**src/rtl/alu_arb2.sv**
```systemverilog
// Round-robin arbiter/sequencer for a shared external 4-bit ALU; grant->response 2 cycles, one op per 3 cycles, rsp_* held under rsp_ready backpressure.
// Optional per-requester saturating grant counters when ALU_ARB_STATS_EN is defined.
module alu_arb2 #(
  parameter int DATA_W     = 4,
  parameter int START_PRIO = 0,
  parameter int CNT_W      = 8
) (
  input  logic              clk,
  input  logic              rst,
`ifdef ALU_ARB_STATS_EN
  input  logic              cnt_clr,
  output logic [CNT_W-1:0]  grant_cnt0,
  output logic [CNT_W-1:0]  grant_cnt1,
`endif
  input  logic              req0_valid,
  input  logic [DATA_W-1:0] req0_a,
  input  logic [DATA_W-1:0] req0_b,
  input  logic [2:0]        req0_sel,
  output logic              req0_ready,
  input  logic              req1_valid,
  input  logic [DATA_W-1:0] req1_a,
  input  logic [DATA_W-1:0] req1_b,
  input  logic [2:0]        req1_sel,
  output logic              req1_ready,
  output logic [DATA_W-1:0] alu_a,
  output logic [DATA_W-1:0] alu_b,
  output logic [2:0]        alu_sel,
  input  logic [DATA_W-1:0] alu_result,
  input  logic              alu_carry,
  output logic              rsp_valid,
  output logic              rsp_id,
  output logic [DATA_W-1:0] rsp_result,
  output logic              rsp_carry,
  input  logic              rsp_ready
);

  typedef enum logic [1:0] {S_IDLE, S_EXEC, S_RESP} state_t;

  localparam logic P_START = (START_PRIO != 0);

  if (DATA_W != 4 || CNT_W < 1) begin : g_bad_param
    $error("alu_arb2: DATA_W must be 4 and CNT_W at least 1");
  end

  state_t r_state;
  logic   r_ptr;
  logic   r_id;

  logic w_gnt0;
  logic w_gnt1;
  logic w_idle;
  logic w_hs0;
  logic w_hs1;

  // r_ptr names the requester that wins when both are valid.
  assign w_gnt0 = req0_valid & (~req1_valid | ~r_ptr);
  assign w_gnt1 = req1_valid & (~req0_valid |  r_ptr);
  assign w_idle = (r_state == S_IDLE) & ~rst;

  assign req0_ready = w_idle & w_gnt0;
  assign req1_ready = w_idle & w_gnt1;
  assign w_hs0      = req0_valid & req0_ready;
  assign w_hs1      = req1_valid & req1_ready;

  always_ff @(posedge clk or posedge rst) begin
    if (rst) begin
      r_state    <= S_IDLE;
      r_ptr      <= P_START;
      r_id       <= 1'b0;
      alu_a      <= '0;
      alu_b      <= '0;
      alu_sel    <= '0;
      rsp_valid  <= 1'b0;
      rsp_id     <= 1'b0;
      rsp_result <= '0;
      rsp_carry  <= 1'b0;
    end else begin
      case (r_state)
        S_IDLE: begin
          if (w_hs0) begin
            alu_a   <= req0_a;
            alu_b   <= req0_b;
            alu_sel <= req0_sel;
            r_id    <= 1'b0;
            r_ptr   <= 1'b1;
            r_state <= S_EXEC;
          end else if (w_hs1) begin
            alu_a   <= req1_a;
            alu_b   <= req1_b;
            alu_sel <= req1_sel;
            r_id    <= 1'b1;
            r_ptr   <= 1'b0;
            r_state <= S_EXEC;
          end
        end
        S_EXEC: begin
          // ALU operands have been stable for a full cycle; capture its result now.
          rsp_result <= alu_result;
          rsp_carry  <= alu_carry;
          rsp_id     <= r_id;
          rsp_valid  <= 1'b1;
          r_state    <= S_RESP;
        end
        S_RESP: begin
          if (rsp_ready) begin
            rsp_valid <= 1'b0;
            r_state   <= S_IDLE;
          end
        end
        default: r_state <= S_IDLE;
      endcase
    end
  end

`ifdef ALU_ARB_STATS_EN
  always_ff @(posedge clk or posedge rst) begin
    if (rst) begin
      grant_cnt0 <= '0;
      grant_cnt1 <= '0;
    end else if (cnt_clr) begin
      grant_cnt0 <= '0;
      grant_cnt1 <= '0;
    end else begin
      if (w_hs0 && (grant_cnt0 != {CNT_W{1'b1}})) grant_cnt0 <= grant_cnt0 + 1'b1;
      if (w_hs1 && (grant_cnt1 != {CNT_W{1'b1}})) grant_cnt1 <= grant_cnt1 + 1'b1;
    end
  end
`endif

endmodule

```
**config.mk**
```make
export PLATFORM = sky130hd
export DESIGN_NAME = alu_arb2
export DESIGN_NICKNAME = d
export VERILOG_FILES = /design/src/rtl/alu_arb2.sv
export SDC_FILE = /design/constraint.sdc
export NUM_CORES = 1
export LEC_CHECK = 0
export CORE_MARGIN = 4
export CORE_UTILIZATION = 35
export CTS_CLUSTER_DIAMETER = 40
export CTS_CLUSTER_SIZE = 10
export DETAILED_ROUTE_END_ITERATION = 6
export DONT_BUFFER_PORTS = 1
export GPL_TIMING_DRIVEN = 0
export PLACE_DENSITY_LB_ADDON = 0.25
export SKIP_LAST_GASP = 1
export SYNTH_ARGS = -nofsm -noshare
export SYNTH_HDL_FRONTEND = slang
export SYNTH_SLANG_ARGS = --single-unit
```
**constraint.sdc**
```tcl
create_clock -name clk -period 1.52 [get_ports clk]
set_input_delay 0.38 -clock clk [delete_from_list [all_inputs] [get_ports clk]]
set_output_delay 0.38 -clock clk [all_outputs]
set_load 0.01 [all_outputs]
```
==> flow_summary.toml, run 1 <==
[global_route]
grt_overflow = 0
grt_pass1_vias = 819
gr-usage-all-layers_pct = 13.75
antenna_found_initial = 0
grt_pass1_wl_um = 3691
grt_max_degree = 23

[critical_path]
cp_max_fo = 5
arrival_ns = 1.32
rr_worst_depth = 6
crit_type = "reg2out"
start_kind = "flip-flop"
reg2reg_slack_ns = -0.14
required_ns = 1.14
end_kind = "output pin"
critPathLaunch = "r_state[1]$_DFFE_PP0P_"
rr_endpoint = "alu_b[3]$_DFFE_PP0P_"
r2r_start = "r_state[1]$_DFFE_PP0P_"

[pwr]
p_clk_share_pct = 12.2
vdd_ir_drop_max_uv = 852.6
power_density_mw_per_mm2 = 1666
comb_power_share_pct = 32.4
power_mw = 2.101
leakagePower_nw = 0.5530
power_switching_uw = 776.1
p_sw_share_pct = 36.94
seq_power_share_pct = 55.4
p_int_mw = 1.325

[route]
vias_per_cell = 5.835
routedWlPerCell_um = 19.47
detail_route.first_pass.iterations = 4
drt_iter0_drc = 10
routed_wl_um = 2473
via_count = 741
detail-route-antenna-nets = 0
route.detailed.drc = 0

[synth]
syn-num-nets = 120
syn_area_um2 = 977.2
ys_seq_area_share_pct = 56.34
synth.most_common_cell = "dfrtp_1"
netlist_instances = 88
synthFlopType = "dfrtp_1"
yosysTopAreaCell = "dfrtp_1"
avgSynthCellArea_um2 = 11.10
synth-async-reset-ratio_pct = 100.0
synth_area_leaders = "dfrtp_1 56%, a221o_1 11%, mux2_2 6.9%"
ys_ff_latch = 22
yosysWarningCount = 0
yosys.cell_types.count = 20
synth.top_cell.area_share_pct = 56.34
yosys-top-cells-count = "22 x dfrtp_1, 12 x nand2_1, 11 x a221o_1, 11 x nor3_1"
synth_edf_count = 0

[sta]
hold-worst-slack_ns = 0.1148
worstMarginPinSlew_ns = 0.8243
fin_skew_ns = 0.008264
slew_viol_final = 0
fin_crit_sh_pct = 112.0
hold_viol_final = 0
max_freq_mhz = 587.6
fin_ws_ns = -0.1819
min_period_ns = 1.702
relSlewSlack_pct = 44.99
finalSetupViolations = 13
rsz0062_at_grt = "yes"

[min_path]
hp-class = "in2async"

[layout]
fin_nets = 131
fin_cells = 127
drive_above_1_share_pct = 36.08
antenna_cells = 0
areaGrowthSynthToFinish_pct = 29.07
final_area_mm2 = 0.001261
final_util_pct = 49.12

[placed_design]
io_buffers = 0
placed_cells = 118
hpwlAfterDp_um = 1652
placement.cell_area_mm2 = 0.001015
place_congestion = 0.6397

[die]
std_cell_rows = 18
die_w_um = 60.84
core_mm2 = 0.002567
fp.dieArea_mm2 = 0.003702
initial_core_util_pct = 38.06
die_h_um = 60.84
pin_count = 52

[clocking]
clkTransAtPathRegs_ns = 0.12
htree_num_levels = 1
cts_buffer_depth = 2
cts_sinks = 22
cts_root_buf = "clkbuf_4"
cts_tree = "done"
clk_latency_ns = 0.30
cts_buffers = 3

[run_status]
violations = "setup timing"
status = "complete, but fails checks"

[run]
drv_cap = 0
-- kinds of logic (layout without fill, tap and decap cells) --
group / count (synthesis) / count (layout) / share of synthesized area, %
and+or+nand+nor: 31 / 31 / 15.62
AOI/OAI and AO/OA: 16 / 16 / 14.21
muxes: 6 / 6 / 6.914
buffers and inverters: 13 / 22 / 6.914
DFF: 22 / 22 / 56.34
-- metrics by stage --
step,TNS (ns),worst slack (ns)
after CTS,-0.5645,-0.2222
final,-1.083,-0.1819
after floorplan,0,0.1492
after detailed placement,0,0.01699
after global routing,-2.058,-0.2689
after global placement,0,0.05427
-- repair_timing --
item | CTS | global route
hold buffers | 0 | 0
resized for setup | 5 | 26
gates cloned | 1 | 1
pin swaps | 2 | 7
buffers inserted | 3 | 2
setup endpoints to repair | 3 | 14
-- critical path, stage by stage (launching register included) --
cell	delay, ns
dfrtp_1	0.44
nor3_4	0.23
and3_4	0.23
buf_8	0.12
-- cell usage in the layout (no fill, tap or decap), drive strengths merged --
master  count
dfrtp      22
nand2      12
nor3       12
a221o      11
buf        10
mux2        6
inv         6
clkbuf      5
o21ai       3
and2b       1
nor2        1
a31oi       1
and3        1
or3         1
nor2b       1
nand3b      1
a21o        1
nand3       1
bufbuf      1
-- registers in the layout, summed over array words and instances (netlist names) --
| name | cells |
|---|---|
| alu_a | 4 |
| alu_b | 4 |
| rsp_result | 4 |
| alu_sel | 3 |
| r_state | 2 |
| r_id | 1 |
| r_ptr | 1 |
| rsp_carry | 1 |
| rsp_id | 1 |
| rsp_valid | 1 |
-- layer usage --
metal / global-route usage (%) / wire length (µm) / up-vias / part of all wire (%)
met4: 4.644 / 8 / 0 / 0.32
met2: 25.34 / 1300 / 41 / 53
met5: 0 / 0 / - / 0
li1: - / - / 335 / -
met1: 13.99 / 925 / 363 / 37
met3: 5.532 / 239 / 2 / 9.7
-- worst max path at each step --
stage / end / slack (ns) / depth (start not counted)
final: req0_ready / -0.18 / 3
after global routing: req0_ready / -0.27 / 3
after CTS: req0_ready / -0.22 / 4
after global placement: req0_ready / 0.05 / 4
after detailed placement: alu_b[0]$_DFFE_PP0P_ / 0.02 / 4
after floorplan: req0_ready / 0.15 / 4
-- power by group through the flow --
stage	clock, mW	sequential, mW	combinational (mW)
final	0.257	1.16	0.680
after global routing	0.302	1.21	0.749
after CTS	0.272	1.17	0.540
after detailed placement	0	1.18	0.476
after global placement	0	1.17	0.444
after floorplan	0	1.12	0.396
-- cell type report --
type	count	area (µm²)
Multi-Input combinational cell	53	475.5
Clock buffer	3	22.52
Buffer	6	53.80
Sequential cell	22	550.5
Tap cell	30	37.54
Inverter	6	22.52
Fill cell	244	1306
Timing Repair Buffer	7	98.84
No activity file was read; power rests on OpenSTA's default activity.
==> run 2: changes to the inputs <==
- GPL_ROUTABILITY_DRIVEN: not set -> 0
==> results of run 2 <==
Same layout as run 1: the final DEF is identical, and so are final timing and power.
